**src/rtl/data_mem_requester.sv**
```systemverilog
// data_mem_requester: load-side initiator for a fixed-latency data memory.
// Ports: clk/rst; req_* tagged load request (valid/ready); mem_raddr/mem_rdata
// memory read port; resp_* buffered tagged response (valid/ready);
// inflight = reads issued whose data has not yet returned.
module data_mem_requester #(
   parameter int LATENCY    = 100,
   parameter int TAG_W      = 6,
   parameter int RESP_DEPTH = 128
) (
   input  logic             clk,
   input  logic             rst,
   input  logic             req_valid,
   output logic             req_ready,
   input  logic [14:0]      req_addr,
   input  logic [TAG_W-1:0] req_tag,
   output logic [14:0]      mem_raddr,
   input  logic [15:0]      mem_rdata,
   output logic             resp_valid,
   input  logic             resp_ready,
   output logic [TAG_W-1:0] resp_tag,
   output logic [15:0]      resp_data,
   output logic [7:0]       inflight
);

   localparam int AW = $clog2(RESP_DEPTH);
   localparam int PW = AW + 1;
   localparam logic [8:0] DEPTH9 = 9'(RESP_DEPTH);

   logic               up;
   logic [LATENCY-1:0] vpipe;
   logic [14:0]        last_addr;

   logic [TAG_W-1:0]   tagq [RESP_DEPTH];
   logic [PW-1:0]      tq_wr;
   logic [PW-1:0]      tq_rd;

   logic [TAG_W+15:0]  fifo [RESP_DEPTH];
   logic [PW-1:0]      f_wr;
   logic [PW-1:0]      f_rd;
   logic [PW-1:0]      f_cnt;

   logic               accept;
   logic               ret;
   logic               pop;
   logic               full;
   logic [8:0]         used;
   logic [TAG_W+15:0]  head;

   // Credits cover both words in flight and words already buffered, so a
   // returning word always has a FIFO slot. "up" keeps req_ready low until
   // the first edge after reset release.
   assign f_cnt     = f_wr - f_rd;
   assign used      = 9'(inflight) + 9'(f_cnt);
   assign req_ready = up && (used < DEPTH9);

   assign accept    = req_valid && req_ready;
   assign mem_raddr = accept ? req_addr : last_addr;

   // The last pipe stage lines up with the word on mem_rdata.
   assign ret  = vpipe[LATENCY-1];

   assign resp_valid = (f_wr != f_rd);
   assign pop        = resp_valid && resp_ready;
   assign full       = (f_wr[AW-1:0] == f_rd[AW-1:0]) &&
                       (f_wr[AW] != f_rd[AW]);

   // Gate the head so stale storage never shows after a reset.
   assign head = resp_valid ? fifo[f_rd[AW-1:0]] : '0;
   assign resp_tag  = head[TAG_W+15:16];
   assign resp_data = head[15:0];

   always_ff @(posedge clk or posedge rst) begin
      if (rst) begin
         up        <= 1'b0;
         vpipe     <= '0;
         last_addr <= '0;
         tq_wr     <= '0;
         tq_rd     <= '0;
         f_wr      <= '0;
         f_rd      <= '0;
         inflight  <= '0;
      end else begin
         up    <= 1'b1;
         vpipe <= {vpipe[LATENCY-2:0], accept};
         if (accept) begin
            last_addr <= req_addr;
            tq_wr     <= tq_wr + PW'(1);
         end
         if (ret) begin
            tq_rd <= tq_rd + PW'(1);
            f_wr  <= f_wr + PW'(1);
         end
         if (pop) begin
            f_rd <= f_rd + PW'(1);
         end
         case ({accept, ret})
            2'b10:   inflight <= inflight + 8'd1;
            2'b01:   inflight <= inflight - 8'd1;
            default: inflight <= inflight;
         endcase
      end
   end

   // Storage arrays carry no reset; pointers define what is valid.
   always_ff @(posedge clk) begin
      if (accept) begin
         tagq[tq_wr[AW-1:0]] <= req_tag;
      end
      if (ret) begin
         fifo[f_wr[AW-1:0]] <= {tagq[tq_rd[AW-1:0]], mem_rdata};
      end
   end

   a_no_overflow: assert property (
      @(posedge clk) disable iff (rst) !(ret && full && !pop)
   );

endmodule

```
**config.mk**
```make
export PLATFORM = sky130hd
export DESIGN_NAME = data_mem_requester
export DESIGN_NICKNAME = d
export VERILOG_FILES = /design/src/rtl/data_mem_requester.sv
export SDC_FILE = /design/constraint.sdc
export NUM_CORES = 2
export LEC_CHECK = 0
export ABC_AREA = 0
export CAP_MARGIN = 25
export CORE_MARGIN = 4
export CORE_UTILIZATION = 50
export DETAILED_ROUTE_END_ITERATION = 10
export GPL_ROUTABILITY_DRIVEN = 1
export GPL_TIMING_DRIVEN = 0
export MAX_ROUTING_LAYER = met4
export PLACE_DENSITY = 0.65
export SLEW_MARGIN = 20
export SYNTH_ARGS = -nofsm -noshare
export SYNTH_HDL_FRONTEND = slang
export SYNTH_SLANG_ARGS = --single-unit
```
**constraint.sdc**
```tcl
create_clock -name clk -period 10 [get_ports clk]
set_input_delay 2 -clock clk [delete_from_list [all_inputs] [get_ports clk]]
set_output_delay 2 -clock clk [all_outputs]
set_load 0.02 [all_outputs]
```
## Word-level counts from Yosys, hierarchy flattened

Memory sizes are Yosys's and may differ from the RTL's.
Cells that the tools add are included.

- $add $sub $neg: 8
- Magnitude comparators: 1
- Eq/ne operators: 3
- Mux-type cells: 7
- Reductions and logical operators: 4

Operators with widths:

| operator | number |
|---|---|
| adder 8 x 1 -> 8 bit (second input constant) | 5 |
| two-way mux 22 bit | 1 |
| one-hot mux 8 bit (2 select lines) | 1 |
| two-way mux 15 bit | 1 |
| adder 8 x 8 -> 9 bit | 1 |
| less-than comparator 9 x 8 -> 1 bit (second input constant) | 1 |
| inequality test 8 bit | 1 |
| subtractor 8 x 1 -> 8 bit (second input constant) | 1 |
| subtractor 8 bit | 1 |
| two-way mux 1 bit | 4 |
| logical AND 1 bit | 3 |
| == test 2 x 1 -> 1 bit (second input constant) | 1 |
| == test 2 bit (second input constant) | 1 |
| nonzero test 2 bit | 1 |

- Register bits after elaboration: 156
- Bits in writable memories: 3,584
- Bits of input ports: 41
- Output and inout port bits: 47
- Logic and storage cells: 33
- Memories: 2

Memories:

| name | depth | width | read ports | clocked after memory_dff | write ports | RTL line | source |
|---|---|---|---|---|---|---|---|
| fifo | 128 | 22 | 1 | 0 | 1 | 37 | `logic [TAG_W+15:0] fifo [RESP_DEPTH];` |
| tagq | 128 | 6 | 1 | 0 | 1 | 33 | `logic [TAG_W-1:0] tagq [RESP_DEPTH];` |

## Logic depth before layout (Yosys ltp)

- Word-level depth: 7
- Mapped depth: 28

## Least setup slack after synthesis

Ideal clock, no wire load.

- Path type: flip-flop to flip-flop
- Start: register tq_rd[1]
- End: memory fifo[0][17] in the netlist's numbering (data pin)
- Arrival: 7,310 ps
- Required time: 8,736 ps
- Slack: 1,427 ps
- Cell stages (with the launch flop): 10
- Period minus slack after synthesis: 8,573 ps
- Path through: dfrtp_1 buf_2 buf_2 buf_2 buf_2 buf_2 mux4_2 mux4_2 mux2i_1 a221oi_1

- Word-level cells in the longest chain between the ends: 1

RTL lines:

| element | RTL line | source |
|---|---|---|
| start: declaration | 35 | `logic [PW-1:0] tq_rd;` |
| start signal: assignment | 90 | `tq_rd <= tq_rd + PW'(1);` |
| memory (128 x 6 bit) | n/a |  |
| end: declaration | 37 |  |

Every way passes these cells.

## Worst setup path after layout

- Start: register f_rd[1]
- End: output mem_raddr[10]

- Word-level cells in the longest chain between the ends: 6

RTL lines:

| element | RTL line | source |
|---|---|---|
| start: declaration | 39 | `logic [PW-1:0] f_rd;` |
| start signal: assignment | 94 | `f_rd <= f_rd + PW'(1);` |
| subtractor 8 bit | 52 | `assign f_cnt = f_wr - f_rd;` |
| adder 8 x 8 -> 9 bit | 53 | `assign used = 9'(inflight) + 9'(f_cnt);` |
| less-than comparator 9 x 8 -> 1 bit | 54 | `assign req_ready = up && (used < DEPTH9);` |
| logical AND 1 bit | 54 |  |
| logical AND 1 bit | 56 | `assign accept = req_valid && req_ready;` |
| via accept | 42 | `logic accept;` |
| two-way mux 15 bit | n/a |  |
| end: declaration | 16 | `output logic [14:0] mem_raddr,` |

The timed path passes the listed nets, and every way through them passes these cells.

==> flow_summary.html <==
<table>
<tr><th>Metric</th><th>Value</th></tr>
<tr><th colspan="2">Run status</th></tr>
<tr><td>Result of the run</td><td>finished, final reports clean</td></tr>
<tr><th colspan="2">Cells and area</th></tr>
<tr><td>Synth-to-layout area growth</td><td>16.6%</td></tr>
<tr><td>Post-layout util</td><td>0.587</td></tr>
<tr><td>Final Non-Filler Cells</td><td>11300</td></tr>
<tr><td>Layout cell share with drive strength beyond 1</td><td>0.278</td></tr>
<tr><td>Number of nets at the end of the flow</td><td>7260</td></tr>
<tr><th colspan="2">Logic synthesis</th></tr>
<tr><td>Sequential fraction of the synthesis area</td><td>0.777</td></tr>
<tr><td>Total standard cell area after synthesis</td><td>144000 um^2</td></tr>
<tr><td>Ys async rst share</td><td>0.0412</td></tr>
<tr><td>Proportion of netlist area held by the largest area contributor</td><td>0.750</td></tr>
<tr><td>Primary FF master, synth</td><td>edfxtp_1</td></tr>
<tr><td>Count of state elements after synthesis</td><td>3738</td></tr>
<tr><td>Cells after synthesis</td><td>between 6000 and 7000</td></tr>
<tr><td>Library cells used by synthesis</td><td>62</td></tr>
<tr><td>Dominant cell by count in the synthesized netlist</td><td>edfxtp_1</td></tr>
<tr><td>Cell type with the highest aggregate area in the netlist</td><td>edfxtp_1</td></tr>
<tr><td>Number of flops mapped to enable cells by yosys</td><td>between 3000 and 4000</td></tr>
<tr><td>Post-Syn Area per Cell</td><td>between 20 and 25 um^2</td></tr>
<tr><td>Leading post-synthesis cells by instance count</td><td>edfxtp_1 (3584), mux4_2 (894), nor2_1 (299)</td></tr>
<tr><td>Post-Synthesis Net Count</td><td>~6600</td></tr>
<tr><td>Leading post-synthesis cells by cell area</td><td>edfxtp_1 (75%), mux4_2 (14%), dfrtp_1 (2.7%)</td></tr>
<tr><td>Number of warnings printed during yosys synthesis</td><td>0</td></tr>
<tr><th colspan="2">Floorplan</th></tr>
<tr><td>Standard-cell row count</td><td>approximately 200</td></tr>
<tr><td>Starting utilization of the core area</td><td>0.503</td></tr>
<tr><td>DIE HEIGHT</td><td>roughly 540 um</td></tr>
<tr><td>Die Width</td><td>roughly 540 um</td></tr>
<tr><td>Ports placed on the boundary</td><td>88</td></tr>
<tr><td>Overall die area</td><td>296000 um^2</td></tr>
<tr><td>Core area</td><td>roughly 290000 um^2</td></tr>
<tr><th colspan="2">Critical path</th></tr>
<tr><td>Startpoint of the most critical setup path</td><td>f_rd[1]</td></tr>
<tr><td>End of the worst register-to-register path</td><td>inflight[6]</td></tr>
<tr><td>Cells along the critical path</td><td>buf_4, buf_4, inv_1, buf_2, buf_6, ha_1, a21o_1, a21o_1, a21o_1, a21oi_1, o21ai_0, xnor2_2, ha_1, nor4b_1, o21ai_1, nor2_1, nand2_1, inv_1, clkbuf_4, mux2_2, clkdlybuf4s50_1</td></tr>
<tr><td>Maximum fanout along the worst path</td><td>17</td></tr>
<tr><td>Critical Path RT</td><td>roughly 8.0 ns</td></tr>
<tr><td>Worst flop-to-flop path startpoint</td><td>f_rd[1]</td></tr>
<tr><td>End point of the critical path</td><td>mem_raddr[10]</td></tr>
<tr><td>Delay of the slowest cell on the worst path</td><td>approximately 0.57 ns</td></tr>
<tr><td>R2R Setup Slk</td><td>approximately 2.4 ns</td></tr>
<tr><td>Crit end category</td><td>primary output</td></tr>
<tr><td>Slowest-stage cell, CP</td><td>xnor2_2</td></tr>
<tr><td>Worst Setup Path Type</td><td>reg -&gt; out</td></tr>
<tr><td>Critical path depth in cells</td><td>21</td></tr>
<tr><td>Startpoint type of the worst setup path</td><td>register</td></tr>
<tr><td>Crit-path leading delay family</td><td>buffers and inverters</td></tr>
<tr><td>Critical path buffer and inverter count</td><td>8</td></tr>
<tr><td>Worst reg-to-reg path cell count</td><td>27</td></tr>
<tr><td>Critical path arrival</td><td>7.84 ns</td></tr>
<tr><td>Critical path's most frequent cell</td><td>a21o_1</td></tr>
<tr><th colspan="2">STA</th></tr>
<tr><td>Top achievable clock speed</td><td>around 0.10 GHz</td></tr>
<tr><td>Final count of negative-setup-slack endpoints</td><td>0</td></tr>
<tr><td>Period minus WS final</td><td>9.84 ns</td></tr>
<tr><td>Period utilisation layout</td><td>0.984</td></tr>
<tr><td>Measured slew at the worst slew-check pin</td><td>1.30 ns</td></tr>
<tr><td>Slew Limit Headroom</td><td>0.124</td></tr>
<tr><td>Unrepaired setup endpoints after global routing</td><td>false</td></tr>
<tr><td>Summed negative setup slack over all endpoints</td><td>0 ns</td></tr>
<tr><td>Final worst clock skew</td><td>around 0.13 ns</td></tr>
<tr><td>Final slew viol count</td><td>0</td></tr>
<tr><td>Number of failing hold endpoints at the final stage</td><td>0</td></tr>
<tr><th colspan="2">Pwr</th></tr>
<tr><td>Flop pwr share</td><td>0.392</td></tr>
<tr><td>Post-layout total power</td><td>between 40 and 50 mW</td></tr>
<tr><td>Internal power summed over all cells</td><td>approximately 30 mW</td></tr>
<tr><td>Maximum ir drop on the vdd rail</td><td>~0.21 mV</td></tr>
<tr><td>Power per cell area</td><td>approximately 260 nW/um^2</td></tr>
<tr><td>Proportion of power drawn by combinational gates</td><td>0.285</td></tr>
<tr><td>Proportion of total power due to net switching</td><td>0.326</td></tr>
<tr><td>NetSw</td><td>approximately 14 mW</td></tr>
<tr><td>Part of the power in the clock network</td><td>0.323</td></tr>
<tr><td>LEAKAGE</td><td>53.3 nW</td></tr>
<tr><th colspan="2">Clock network</th></tr>
<tr><td># clock sinks</td><td>between 3000 and 4000</td></tr>
<tr><td>Clock tree from TritonCTS</td><td>built</td></tr>
<tr><td>Clock latency at the later pin of the worst-skew pair</td><td>~0.99 ns</td></tr>
<tr><td>CTS root buf</td><td>clkbuf_16</td></tr>
<tr><td>Hold buffer count at CTS</td><td>0</td></tr>
<tr><td>CTS buffer count</td><td>roughly 380</td></tr>
<tr><td>Number of H-tree levels</td><td>5</td></tr>
<tr><td>Clock transition at the register clock pins on the worst setup and hold paths after CTS</td><td>around 0.060 ns</td></tr>
<tr><td>Clock buffer depth</td><td>4</td></tr>
<tr><th colspan="2">Detailed routing</th></tr>
<tr><td>DR DRC count</td><td>0</td></tr>
<tr><td>DRT Wirelength</td><td>~430 mm</td></tr>
<tr><td>First-pass detailed-route iteration total</td><td>6</td></tr>
<tr><td>Routed via count</td><td>74300</td></tr>
<tr><td>Routed Antenna Nets</td><td>0</td></tr>
<tr><td>Initial DRC count</td><td>12600</td></tr>
<tr><td>Wirelength per Cell</td><td>around 38 um</td></tr>
<tr><td>Post-DR vias/cell</td><td>between 6 and 7</td></tr>
<tr><th colspan="2">Global routing</th></tr>
<tr><td>Maximum number of pins on one net before global-route repair</td><td>106</td></tr>
<tr><td>Met2 usage</td><td>0.434</td></tr>
<tr><td>Number of antenna violations at the first check in global routing</td><td>26</td></tr>
<tr><td>All-layer global routing usage</td><td>0.301</td></tr>
<tr><td>Met3 track demand over resource</td><td>0.0797</td></tr>
<tr><td>Grt met1 use</td><td>0.413</td></tr>
<tr><td>GRT busiest layer</td><td>met2</td></tr>
<tr><td>Number of global-route vias before repair</td><td>between 70000 and 80000</td></tr>
<tr><td>Total gr overflow</td><td>0</td></tr>
<tr><td>First-pass GRT wire length</td><td>594 mm</td></tr>
<tr><th colspan="2">Job</th></tr>
<tr><td>Max capacitance violation total</td><td>0</td></tr>
<tr><th colspan="2">Placed design</th></tr>
<tr><td>Gp weighted congestion</td><td>between 1 and 1.5</td></tr>
<tr><td>DP Wirelength</td><td>approximately 300 mm</td></tr>
<tr><td>Number of cells in the design after placement</td><td>about 11000</td></tr>
<tr><td>Total of buffers placed on input and output ports</td><td>slightly below 90</td></tr>
<tr><th colspan="2">Min path</th></tr>
<tr><td>Kind of path behind the tightest hold check</td><td>reg -&gt; reg</td></tr>
</table>
## final cells by class
class                      instances  area (um^2)
antenna                           20         50.0
buffer                           360         1970
clock buffer                     448         9820
clock inverter                   249         2570
fill                           20200       118000
inverter                          17         73.8
multi-input combinational       2398        31200
sequential                      3738       111000
tap                             3762         4710
timing repair buffer             305         5570
## cells by family (layout without fill, tap and decap cells)
logic type,count (synthesis),in the layout,synth area share
buffers and inverters,380,1379,0.0136
adder cells (fa/ha/maj),22,22,0.00197
multiplexers,1220,1220,0.163
XOR/XNOR,44,44,0.00268
other,1,21,0.0000261
AND/OR/NAND/NOR,688,688,0.0212
AO/OA/AOI/OAI,423,423,0.0206
flip-flops,3738,3738,0.777
## registers in the layout, indices dropped and copies added, names as in the netlist
register,cells
f_rd,8
f_wr,8
fifo,2816
inflight,8
last_addr,15
tagq,768
tq_rd,7
tq_wr,7
up,1
vpipe,100
## worst min path at each step
| stage | cells after the start | startpoint | endpoint |
|---|---|---|---|
| 3_5_place_dp | 0 | vpipe[36] | vpipe[37] |
| 3_3_place_gp | 0 | vpipe[20] | vpipe[21] |
| 5_1_grt | 0 | vpipe[1] | vpipe[2] |
| 2_1_floorplan | 0 | vpipe[9] | vpipe[10] |
| 4_1_cts | 0 | vpipe[49] | vpipe[50] |
| 6_report | 0 | vpipe[49] | vpipe[50] |
## layout by cell type, fill, tap and decap left out, drive strengths merged, types with 42 or more instances in the layout
cell type and instances:
clkdlybuf4s50 65, clkinv 188, buf 451, mux2 42
nand2 175, o21ai 63, a21oi 101, o22ai 42
nor2 299, edfxtp 3584, mux2i 284, nor3 48
a221oi 50, clkbuf 597, dfrtp 154, mux4 894
## power groups by stage
stage / clock network, mW / logic [mW] / registers (mW)
2_1_floorplan: 0 / 6.39 / 17.5
3_3_place_gp: 0 / 11.9 / 17.6
3_5_place_dp: 0 / 12.1 / 17.5
4_1_cts: 14.3 / 12.2 / 17.2
5_1_grt: 15.0 / 12.6 / 17.2
6_report: 14.2 / 12.5 / 17.2
## layer usage
metal | share of wire | wire, um
met5 | 0 | 0
met4 | 0.050 | 21400
met3 | 0.12 | 53000
met2 | 0.45 | 195000
met1 | 0.37 | 162000
## through the flow
step                cell area (um^2)  hold slack, ns  worst slack [ns]
detailed placement            155000           0.335            -0.694
CTS                           167000           0.230            0.0847
floorplan                     144000           0.331              1.43
global route                  167000           0.253             0.146
finish                        167000           0.227             0.163
global placement              149000           0.336             -7.05
## timing repair
item                       in CTS  in global routing
buffers inserted                0                  0
pin swaps                       0                  1
setup endpoints to repair      16                  5
gates resized for setup         8                  4
Power figures use the tool's default switching activity.
